**src/rtl/mem_port_arbiter.sv**
```systemverilog
// Two-requester arbiter for the shared 16-bit memory port.
// Fetch (IF) and load/store (LS) compete round-robin for one command slot.
// Reads block further grants until their data has returned. Writes are
// single-cycle, so stores can stream back to back.
//
// state   | meaning
// IDLE    | port free, a grant may be issued this cycle
// RD_WAIT | read outstanding, lat_cnt runs 1..MEM_LAT, data captured at MEM_LAT
module mem_port_arbiter #(
   parameter int ADDR_W  = 16,
   parameter int DATA_W  = 16,
   parameter int MEM_LAT = 1
) (
   input  logic              clk,
   input  logic              rst,
   input  logic              if_req,
   input  logic [ADDR_W-1:0] if_addr,
   output logic              if_gnt,
   output logic [DATA_W-1:0] if_rdata,
   output logic              if_rvalid,
   input  logic              ls_req,
   input  logic              ls_we,
   input  logic [ADDR_W-1:0] ls_addr,
   input  logic [DATA_W-1:0] ls_wdata,
   output logic              ls_gnt,
   output logic [DATA_W-1:0] ls_rdata,
   output logic              ls_rvalid,
   output logic              mem_en,
   output logic              mem_we,
   output logic [ADDR_W-1:0] mem_addr,
   output logic [DATA_W-1:0] mem_wdata,
   input  logic [DATA_W-1:0] mem_rdata
);

   typedef enum logic { IDLE, RD_WAIT } state_t;
   typedef enum logic { OWN_IF, OWN_LS } own_t;

   state_t            state_q,     state_d;
   own_t              last_gnt_q,  last_gnt_d;
   own_t              owner_q,     owner_d;
   logic [2:0]        lat_cnt_q,   lat_cnt_d;
   logic [DATA_W-1:0] if_rdata_q,  if_rdata_d;
   logic [DATA_W-1:0] ls_rdata_q,  ls_rdata_d;
   logic              if_rvalid_q, if_rvalid_d;
   logic              ls_rvalid_q, ls_rvalid_d;

   logic win_if;
   logic win_ls;

   // Round-robin pick: on a conflict the requester not granted last time wins.
   always_comb begin
      win_if = if_req && (!ls_req || (last_gnt_q == OWN_LS));
      win_ls = ls_req && !win_if;
   end

   // Next-state, grant and memory command generation.
   always_comb begin
      state_d     = state_q;
      last_gnt_d  = last_gnt_q;
      owner_d     = owner_q;
      lat_cnt_d   = lat_cnt_q;
      if_rdata_d  = if_rdata_q;
      ls_rdata_d  = ls_rdata_q;
      if_rvalid_d = 1'b0;
      ls_rvalid_d = 1'b0;
      if_gnt      = 1'b0;
      ls_gnt      = 1'b0;
      mem_en      = 1'b0;
      mem_we      = 1'b0;
      mem_addr    = '0;
      mem_wdata   = '0;
      case (state_q)
         IDLE: begin
            // Grants are suppressed during reset so the reset cycle is quiet.
            if (!rst && win_if) begin
               if_gnt     = 1'b1;
               mem_en     = 1'b1;
               mem_addr   = if_addr;
               last_gnt_d = OWN_IF;
               owner_d    = OWN_IF;
               lat_cnt_d  = 3'd1;
               state_d    = RD_WAIT;
            end else if (!rst && win_ls) begin
               ls_gnt     = 1'b1;
               mem_en     = 1'b1;
               mem_we     = ls_we;
               mem_addr   = ls_addr;
               mem_wdata  = ls_wdata;
               last_gnt_d = OWN_LS;
               if (!ls_we) begin
                  owner_d   = OWN_LS;
                  lat_cnt_d = 3'd1;
                  state_d   = RD_WAIT;
               end
            end
         end
         RD_WAIT: begin
            if (lat_cnt_q == 3'(MEM_LAT)) begin
               state_d = IDLE;
               if (owner_q == OWN_IF) begin
                  if_rdata_d  = mem_rdata;
                  if_rvalid_d = 1'b1;
               end else begin
                  ls_rdata_d  = mem_rdata;
                  ls_rvalid_d = 1'b1;
               end
            end else begin
               lat_cnt_d = lat_cnt_q + 3'd1;
            end
         end
         default: state_d = IDLE;
      endcase
   end

   // State and data registers; reset abandons any outstanding read.
   always_ff @(posedge clk) begin
      if (rst) begin
         state_q     <= IDLE;
         last_gnt_q  <= OWN_LS;
         owner_q     <= OWN_IF;
         lat_cnt_q   <= 3'd0;
         if_rdata_q  <= '0;
         ls_rdata_q  <= '0;
         if_rvalid_q <= 1'b0;
         ls_rvalid_q <= 1'b0;
      end else begin
         state_q     <= state_d;
         last_gnt_q  <= last_gnt_d;
         owner_q     <= owner_d;
         lat_cnt_q   <= lat_cnt_d;
         if_rdata_q  <= if_rdata_d;
         ls_rdata_q  <= ls_rdata_d;
         if_rvalid_q <= if_rvalid_d;
         ls_rvalid_q <= ls_rvalid_d;
      end
   end

   assign if_rdata  = if_rdata_q;
   assign ls_rdata  = ls_rdata_q;
   assign if_rvalid = if_rvalid_q;
   assign ls_rvalid = ls_rvalid_q;

endmodule

```
**config.mk**
```make
export PLATFORM = sky130hd
export DESIGN_NAME = mem_port_arbiter
export DESIGN_NICKNAME = d
export VERILOG_FILES = /design/src/rtl/mem_port_arbiter.sv
export SDC_FILE = /design/constraint.sdc
export NUM_CORES = 1
export LEC_CHECK = 0
export CAP_MARGIN = 0
export CORE_MARGIN = 8
export CORE_UTILIZATION = 30
export CTS_CLUSTER_DIAMETER = 80
export DETAILED_ROUTE_END_ITERATION = 6
export PLACE_DENSITY = 0.73
export SYNTH_ARGS = -nofsm -noshare
export SYNTH_HDL_FRONTEND = slang
export SYNTH_SLANG_ARGS = --single-unit
```
**constraint.sdc**
```tcl
create_clock -name clk -period 1.5 [get_ports clk]
set_input_delay 0.225 -clock clk [delete_from_list [all_inputs] [get_ports clk]]
set_output_delay 0.225 -clock clk [all_outputs]
set_load 0.02 [all_outputs]
```
---- Word-level counts from Yosys, hierarchy flattened ----
Index checks and enable logic that the tools add are counted.
storage, ports and cells
  register bits ........................... 40
  input bits .............................. 69
  output and inout bits ................... 70
  word-level logic and storage cells ...... 65
cells by class
  add/subtract/negate cells ............... 1
  equal/unequal tests ..................... 5
  mux-type cells .......................... 33
  bitwise gates (word level) .............. 3
  reduce and logical (&&, ||, !) cells .... 15
operators by type and width
  kind                                                    number
  2-to-1 mux 16 bit                                       6
  2-to-1 mux 1 bit                                        21
  2-to-1 mux 3 bit                                        4
  AND reduction 3 bit                                     4
  inequality test 3 bit (second input constant)           2
  case mux 3 bit (2 select lines)                         1
  logical AND 1 bit                                       4
  adder 3 x 1 -> 3 bit (second input constant)            1
  == test 3 x 1 -> 1 bit (second input constant)          1
  logical NOT 1 bit                                       3
  inverter 1 bit                                          3
  OR reduction 3 bit                                      1
  inequality test 2 x 1 -> 1 bit (second input constant)  1
  inequality test 2 bit (second input constant)           1
  case mux 1 bit (2 select lines)                         1
  AND reduction 2 bit                                     1
  nonzero test 2 bit                                      1
  logical OR 1 bit                                        1

---- Depth between registers and ports, before layout ----
Gate-level depths: netlist (run 1).
  depth after elaboration ................. 9
  depth in mapped cells ................... 8
  gate-level depth less buffers ........... 6

---- Worst setup path after synthesis (run 1) ----
No wires, ideal clock.
  path kind ............................... reg-to-output
  start ................................... register state_q
  end ..................................... output port mem_wdata[10]
  data arrival time ....................... 1270 ps
  data required time ...................... 1275 ps
  path slack .............................. 5 ps
  cell stages (with the launch flop) ...... 7
  buffers on the path ..................... 2
  cell sequence ........................... dfxtp_1 > buf_6 > nor2_2 > nand2_1 > a21oi_4 > buf_2 > and2_1
between the ends
  word-level cells in the longest chain between the ends .. 1
RTL lines
  what                    RTL line  text
  start, declared         38        state_t state_q, state_d;
  start signal, assigned  127       state_q <= state_d;
  2-to-1 mux 16 bit       72        case (state_q)
  end, declared           31        output logic [DATA_W-1:0] mem_wdata,
No other way between the ends.

---- Worst setup path after layout (run 1) ----
  start ................................... register state_q
  end ..................................... output port mem_addr[13]
between the ends
  word-level cells in the longest chain between the ends .. 1
RTL lines
  what               RTL line  text
  2-to-1 mux 16 bit  72
  end, declared      30        output logic [ADDR_W-1:0] mem_addr,
No other way between the ends.

==> results of run 1 <==
## stage by stage
| stage | hold WS [ps] | util [%] | setup slack, ps |
|---|---|---|---|
| 5_1_grt | 473.7 | 67.79 | -265.1 |
| 4_1_cts | 456.4 | 62.04 | -296.7 |
| 2_1_floorplan | 361.0 | - | 5.119 |
| 6_report | 452.7 | 67.79 | -224.1 |
| 3_5_place_dp | 446.2 | 57.40 | -779.1 |
| 3_3_place_gp | 441.7 | 57.40 | -735.8 |
## flip-flops by register name (all words and copies together) (netlist names)
signal / cells
owner_q: 1
if_rdata: 16
if_rvalid: 1
ls_rdata: 16
state_q: 1
last_gnt_q: 1
lat_cnt_q: 3
ls_rvalid: 1
## final cells by class
type	count	share of cell area [%]
timing repair buffer	169	45.39
clock inverter	2	0.9779
multi-input combinational	163	28.42
sequential	40	20.28
inverter	5	0.4732
tap	75	2.366
clock buffer	6	2.082
## worst min-delay path by stage
stage	start	end	slack [ps]	cells past startpoint
finish	ls_rdata[14]	ls_rdata[14]	450	2
global route	ls_rdata[2]	ls_rdata[2]	470	2
CTS	ls_rdata[0]	ls_rdata[0]	460	2
detailed placement	ls_rdata[0]	ls_rdata[0]	450	2
global placement	ls_rdata[9]	ls_rdata[9]	440	2
floorplan	mem_rdata[0]	if_rdata[0]	360	2
## power groups by stage
stage | registers [mW] | logic [mW] | clock network, mW
2_1_floorplan | 1.13 | 0.228 | 0
3_3_place_gp | 1.12 | 0.628 | 0
3_5_place_dp | 1.12 | 0.633 | 0
4_1_cts | 1.09 | 0.688 | 0.942
5_1_grt | 1.11 | 0.793 | 0.987
6_report | 1.10 | 0.752 | 0.925
## per-layer routing
layer	global-route usage, %	up-vias	wire length [um]
met5	0	-	0
met1	17.78	1022	3032
met4	7.133	0	315
met2	28.67	91	4333
met3	6.490	24	698
li1	-	1067	-
## critical path, stage by stage (launching register included)
cell       delay (ps)
dfxtp_2           360
nor2_4             40
buf_4             130
and3_4            190
clkbuf_16         160
a22o_1            190
buf_6             130
## logic make-up (layout without fill, tap and decap cells)
family | Yosys count | in the layout | share of synthesized area [%]
flops | 40 | 40 | 44.38
compound gates | 57 | 57 | 21.01
mux | 1 | 1 | 0.5548
buf+inv | 21 | 182 | 6.657
simple gates | 103 | 103 | 26.01
fa+ha+maj | 2 | 2 | 1.387
## placed cells by master (no fill, tap or decap), drive strengths merged, types with 6 or more instances in the layout
cell / n
clkdlybuf4s50: 75
nand2: 67
buf: 65
dfxtp: 40
a21oi: 33
dlymetal6s2s: 23
and2: 17
a22o: 16
clkbuf: 8
nor2: 6
## timing repair
item	4_1_cts	5_1_grt
gates cloned	2	3
hold endpoints to repair	0	0
hold buffers	0	0
setup endpoints to repair	74	88
gates resized for setup	235	95
pin swaps	17	38
buffers inserted	5	4
==> results_dict.tcl, run 1 <==
set metrics [dict create \
    fin_worst_skew_ps 7.969 \
    synthCells 224 \
    clock_path_buffers 2 \
    relSlewSlack_pct 66.17 \
    via_count 2204 \
    power.density_nw_per_um2 700.6 \
    ctsHtreeMaxLevel 2 \
    cts.sinks 40 \
    net-switching-power_mw 0.7113 \
    fillers 432 \
    first_pass_iters 4 \
    period_share_pct 114.9 \
    io_pins 139 \
    synthArstFlopShare_pct 0 \
    wl_mm 8.379 \
    synth_enable_flop_cells 0 \
    switching_share_pct 25.60 \
    drive_above_1_share_pct 35.84 \
    worst-endpoint-required_ps 1270 \
    nets 455 \
    violations "setup timing" \
    endpoint "mem_addr[13]" \
    r2r_start "lat_cnt_q[1]" \
    placed_area_um2 3358 \
    port_buffers 138 \
    n_antenna_cell 0 \
    clock_power_share_pct 33.3 \
    synth_top_cell_area_share_pct 44.38 \
    ant_nets 0 \
    crit_path_end_kind "primary output" \
    status "finished with violations" \
    worstPathArrival_ps 1500 \
    tns_ps -6690 \
    timing.final.ws_setup_ps -224.1 \
    yosys_warnings 0 \
    finalNonFillerCells 460 \
    drc 0 \
    rsz0062_at_grt "yes" \
    root_buffer "clkbuf_8" \
    gp_congestion 0.7824 \
    drt_iter0_markers 104 \
    cts_tree "done" \
    ys_ff_latch 40 \
    grt_pass1_vias 2133 \
    fin_crit_ps 1724 \
    syn_area_um2 1804 \
    wire_per_inst_um 18.22 \
    start_kind "flop" \
    power_mw 2.779 \
    dp_hpwl_mm 5.776 \
    crit_type "reg2out" \
    p_leak_nw 1.951 \
    setup_viol_count_final 49 \
    core_area_um2 5851 \
    r2r_cells 8 \
    insertion_delay_ps 290 \
    initial_utilization_pct 30.84 \
    cap_violations 0 \
    vdd.ir_drop.worst_mv 0.4658 \
    p_seq_share_pct 39.7 \
    syn_nets 295 \
    synthTopCellsByCount "nand2_1, dfxtp_1, a21oi_1" \
    grt_max_degree 41 \
    via_per_inst 4.791 \
    syn_to_final_growth_pct 119.8 \
    yosysMostFrequentCell "nand2_1" \
    hold_path_class "reg2reg" \
    rows 28 \
    numCtsBuffers 5 \
    final_area_um2 3966 \
    clkSlewWorstSetupHoldPaths_ps 80 \
    startpoint "state_q" \
    die_h_um 93.55 \
    synth_flop_cell "dfxtp_1" \
    fmax_mhz 580.0 \
    grt_antenna_before_repair 0 \
    die_w_um 93.55 \
    worst_slew_pin_slew_ps 507.5 \
    drv_slew 0 \
    grt_pass1_wl_mm 11.51 \
    track_usage_pct 16.68 \
    ys_types 32 \
    path_max_fanout 9 \
    dieArea_um2 8752 \
    hold_viol 0 \
    synth_area_per_cell_um2 8.055 \
    regArea_um2 804.5 \
    seq_area_frac_synth_pct 44.38 \
    placedCellCount 440 \
    rr_endpoint "if_rdata[5]" \
    p_comb_share_pct 27.1 \
    multi_input_area_um2 1127 \
    gr-total-overflow 0 \
    internal_power_mw 2.067 \
    synth_area_leaders "dfxtp_1, nand2_1, a21oi_1" \
    regToRegSetupSlack_ps -40 \
    synth_top_area_cell "dfxtp_1" \
]
Note: power is estimated with default switching activity, not from simulation.
==> inputs of run 2 (changes only) <==
--- a/config.mk
+++ b/config.mk
@@ -10,6 +10,7 @@
 export CORE_UTILIZATION = 30
 export CTS_CLUSTER_DIAMETER = 80
 export DETAILED_ROUTE_END_ITERATION = 6
+export GPL_TIMING_DRIVEN = 0
 export PLACE_DENSITY = 0.73
 export SYNTH_ARGS = -nofsm -noshare
 export SYNTH_HDL_FRONTEND = slang
==> run 2 against run 1 <==
Effect of this change: the run still ends with setup timing left; clock power shrank 23%; critical endpoint is now mem_addr[12]; sequential share of layout area grew 1.7 points; maximum frequency shrank 2.0%; critical path type unchanged; hold slack is essentially flat; highest routed layer unchanged; count of clock-buffer cells in the layout shrank 1.
==> results_dict.tcl, run 2 (synthesis gave the netlist of run 1 again) <==
set metrics [dict create \
    drt_iter0_markers 66 \
    cts.sinks 40 \
    period_share_pct 117.3 \
    worst_slew_pin_slew_ps 465.2 \
    r2r_start "lat_cnt_q[0]" \
    first_pass_iters 4 \
    r2r_cells 6 \
    endpoint "mem_addr[12]" \
    rsz0062_at_grt "yes" \
    fin_crit_ps 1759 \
    tns_ps -7534 \
    core_area_um2 5851 \
    port_buffers 138 \
    wl_mm 7.656 \
    grt_antenna_before_repair 0 \
    track_usage_pct 16.98 \
    crit_path_end_kind "primary output" \
    power.density_nw_per_um2 679.0 \
    layout_commonest_cell "clkdlybuf4s50_1" \
    insertion_delay_ps 290 \
    nets 449 \
    clkSlewWorstSetupHoldPaths_ps 80 \
    fin_util_pct 62.55 \
    violations "setup timing" \
    wire_per_inst_um 16.86 \
    worstPathArrival_ps 1530 \
    final_cell_mix "clkdlybuf4s50_1, nand2_1, buf_6" \
    slowest_stage "dfxtp_2" \
    startpoint "last_gnt_q" \
    setup_viol_count_final 35 \
    hold_buffers 0 \
    numCtsBuffers 5 \
    grt_pass1_vias 2189 \
    cts_tree "done" \
    rows 28 \
    clock_path_buffers 2 \
    die_w_um 93.55 \
    path_depth 6 \
    dpl_worst_slack_ps -985.5 \
    die_h_um 93.55 \
    fmax_mhz 568.5 \
    status "finished with violations" \
    gp_congestion 0.7967 \
    min_from "ls_rdata[3]" \
    grt_max_degree 17 \
    via_count 2091 \
    root_buffer "clkbuf_8" \
    worst-endpoint-required_ps 1270 \
    ant_nets 0 \
    hold_viol 0 \
    drc 0 \
    via_per_inst 4.606 \
    cap_violations 0 \
    crit_buf_inv 3 \
    hold_path_class "reg2reg" \
    timing.final.ws_setup_ps -259.1 \
    cpPeakStageDelay_ps 330 \
    fin_worst_skew_ps 5.015 \
    initial_utilization_pct 30.84 \
    syn_to_final_growth_pct 102.8 \
    timing.hold.ws_ps 452.5 \
    gr-total-overflow 0 \
    regToRegSetupSlack_ps 70 \
    crit_family "buffers and inverters" \
    drv_slew 0 \
    cpMostUsedCell "buf_8" \
    dp_hpwl_mm 5.978 \
    crit_type "reg2out" \
    dieArea_um2 8752 \
    path_max_fanout 10 \
    drive_above_1_share_pct 25.59 \
    rr_endpoint "if_rdata[7]" \
    ctsHtreeMaxLevel 2 \
    relSlewSlack_pct 68.99 \
    io_pins 139 \
    start_kind "flop" \
    n_antenna_cell 0 \
    path_cells "nand2b_4, and3_4, buf_8, buf_8, a22o_1, buf_6" \
    grt_pass1_wl_mm 11.66 \
    p_leak_nw 1.885 \
    vdd.ir_drop.worst_mv 0.3817 \
]
## run 2: stage by stage
step | cells | instance area (um2) | total power [mW]
after CTS | 455 | 3563 | 2.479
after floorplan | 224 | 1804 | 1.359
after detailed placement | 437 | 3279 | 1.710
after global routing | 454 | 3660 | 2.596
after global placement | 437 | 3279 | 1.705
final | 454 | 3660 | 2.485
## run 2: cell type report
class | instances | area, um2
fill | 501 | 2191
timing repair buffer | 150 | 1572
multi-input combinational | 163 | 967.2
sequential | 40 | 805.8
buffer | 13 | 115.1
tap | 75 | 93.84
clock buffer | 5 | 68.82
clock inverter | 3 | 18.77
inverter | 5 | 18.77
## run 2: how the worst min path moves through the flow
stage / end / cells after the start / slack, ps
2_1_floorplan: if_rdata[0] / 2 / 360
3_3_place_gp: if_rdata[14] / 2 / 440
3_5_place_dp: if_rdata[9] / 2 / 450
4_1_cts: if_rdata[9] / 2 / 460
5_1_grt: ls_rdata[14] / 2 / 470
6_report: ls_rdata[3] / 2 / 450
## run 2: power by group
| part | total (mW) | switching (mW) | internal [mW] |
|---|---|---|---|
| Sequential | 1.10 | 0.0173 | 1.08 |
| Clock | 0.711 | 0.386 | 0.324 |
| Combinational | 0.673 | 0.282 | 0.392 |
## run 2: metal layers
metal	wire (um)	track usage, %
met5	0	0
met4	56	3.567
met3	559	5.449
met2	4069	31.20
met1	2971	18.48
## run 2: what timing repair did
action,in CTS,in global routing
resized for setup,253,37
endpoints found under the setup margin,58,75
pin swaps,12,2
buffers inserted,8,0
cloned,3,1
## run 2: worst min-delay path: stages, from the launching register on
cell and delay [ps]:
dfxtp_1 310, nand2_1 50, a21oi_1 50
==> inputs of run 3 (changes only) <==
--- a/config.mk
+++ b/config.mk
@@ -12,6 +12,7 @@
 export DETAILED_ROUTE_END_ITERATION = 6
 export GPL_TIMING_DRIVEN = 0
 export PLACE_DENSITY = 0.73
+export SLEW_MARGIN = 5
 export SYNTH_ARGS = -nofsm -noshare
 export SYNTH_HDL_FRONTEND = slang
 export SYNTH_SLANG_ARGS = --single-unit
==> constraint.sdc (replaced) <==
create_clock -name clk -period 1.5 [get_ports clk]
set_input_delay 0.3 -clock clk [delete_from_list [all_inputs] [get_ports clk]]
set_output_delay 0.3 -clock clk [all_outputs]
set_load 0.02 [all_outputs]
==> run 3 against run 2 <==
Effect of this change: the run still ends with setup timing left; register-to-register slack gained 30 ps; non-clock buffer count is the same; highest routed layer unchanged; combinational power is essentially flat; routed wire length shrank 8.5%; via count grew 1.6%; die area is the same.
==> results_dict.tcl, run 3 (synthesis gave the netlist of run 1 again) <==
set metrics [dict create \
    status "finished with violations" \
    violations "setup timing" \
    rows 28 \
    regToRegSetupSlack_ps 100 \
    insertion_delay_ps 300 \
    root_buffer "clkbuf_8" \
    wl_mm 7.009 \
    grt_pass1_vias 2193 \
    first_pass_iters 5 \
    core_area_um2 5851 \
    grt_antenna_before_repair 0 \
    rsz0062_at_grt "yes" \
    wire_per_inst_um 15.44 \
    n_antenna_cell 0 \
    track_usage_pct 15.81 \
    dp_hpwl_mm 5.392 \
    path_max_fanout 5 \
    setup_viol_count_final 36 \
    timing.hold.ws_ps 412.3 \
    startpoint "state_q" \
    dieArea_um2 8752 \
    cap_violations 0 \
    r2r_start "lat_cnt_q[1]" \
    ctsHtreeMaxLevel 2 \
    numCtsBuffers 5 \
    final_cell_mix "nand2_1, clkdlybuf4s50_1, buf_6" \
    drive_above_1_share_pct 25.33 \
    relSlewSlack_pct 67.22 \
    p_leak_nw 1.603 \
    timing.final.ws_setup_ps -309.5 \
    layout_commonest_cell "nand2_1" \
    power.density_nw_per_um2 747.8 \
    io_pins 139 \
    drt_iter0_markers 56 \
    fmax_mhz 552.6 \
    nets 449 \
    grt_max_degree 14 \
    fin_crit_ps 1809 \
    worst_slew_pin_slew_ps 491.7 \
    grt_pass1_wl_mm 10.92 \
    port_buffers 138 \
    crit_path_end_kind "primary output" \
    fin_worst_skew_ps 8.956 \
    start_kind "flop" \
    rr_endpoint "ls_rdata[14]" \
    endpoint "mem_addr[12]" \
    drv_slew 0 \
    hold_path_class "in2reg" \
    cts_tree "done" \
    vdd.ir_drop.worst_mv 0.3829 \
    clock_path_buffers 2 \
    crit_type "reg2out" \
    ant_nets 0 \
    cts.sinks 40 \
    drc 0 \
    gp_congestion 0.7539 \
    min_from "rst" \
    clkSlewWorstSetupHoldPaths_ps 70 \
    worstPathArrival_ps 1510 \
    hold_viol 0 \
    die_h_um 93.55 \
    hold_buffers 0 \
    die_w_um 93.55 \
    period_share_pct 120.6 \
    via_count 2125 \
    gr-total-overflow 0 \
    initial_utilization_pct 30.84 \
    via_per_inst 4.681 \
    r2r_cells 8 \
    power_mw 2.700 \
    dpl_worst_slack_ps -1136 \
    syn_to_final_growth_pct 100.1 \
    worst-endpoint-required_ps 1200 \
]
==> run 3: changes by cell type in the layout (fill, tap and decap cells not counted), moves of 2 or more <==
cell,delta
dlygate4sd2_1,+31
dlymetal6s2s_1,-24
clkdlybuf4s50_1,-8
buf_4,-2
clkinv_2,-2
==> run 3: critical path, cell delays in order (launching register included) <==
cell,delay (ps)
dfxtp_4,360
nor2_4,100
nand2_2,70
a21oi_4,160
buf_6,140
buf_6,110
a22o_1,160
buf_6,120
==> run 3: how the worst min path moves through the flow <==
| stage | endpoint | depth (start not counted) |
|---|---|---|
| after detailed placement | ls_rdata[13] | 2 |
| after CTS | ls_rdata[6] | 2 |
| after global routing | lat_cnt_q[1] | 4 |
| after floorplan | if_rdata[0] | 2 |
| after global placement | ls_rdata[7] | 2 |
| final | lat_cnt_q[1] | 4 |
==> run 3: through the flow <==
stage / area, um2 / util, % / TNS, ps / cells
global route: 3611 / 61.72 / -12180 / 454
detailed placement: 3293 / 56.29 / -44440 / 437
floorplan: 1818 / - / -181.2 / 224
finish: 3611 / 61.72 / -9678 / 454
CTS: 3586 / 61.29 / -10340 / 454
global placement: 3293 / 56.29 / -42860 / 437
==> run 3: layout make-up <==
class,count,area (um2)
inverters,5,18.77
multi-input cells,163,955.9
fillers,537,2240
well taps,75,93.84
flip-flops and latches,40,808.3
clock buffers,6,82.58
plain buffers,12,103.9
repair buffers,151,1509
clock inverters,2,38.79
==> run 3: where the power goes <==
group / leakage [nW] / switching, mW / total (mW) / internal, mW
Combinational: 1.22 / 0.278 / 0.671 / 0.393
Clock: 0.0614 / 0.385 / 0.929 / 0.544
Sequential: 0.324 / 0.0175 / 1.10 / 1.08
==> run 3: repair_timing <==
item | in CTS | in global routing
endpoints found under the setup margin | 94 | 56
gates cloned | 3 | 0
resized for setup | 289 | 10
pin swaps | 34 | 6
setup buffers | 8 | 2
==> run 3: metal layers <==
metal  up-vias  track usage [%]  wire [um]
met2        99            27.38       3481
met5         -                0          0
li1       1052                -          -
met3        12            7.853        819
met1       962            15.69       2562
met4         0            6.737        146
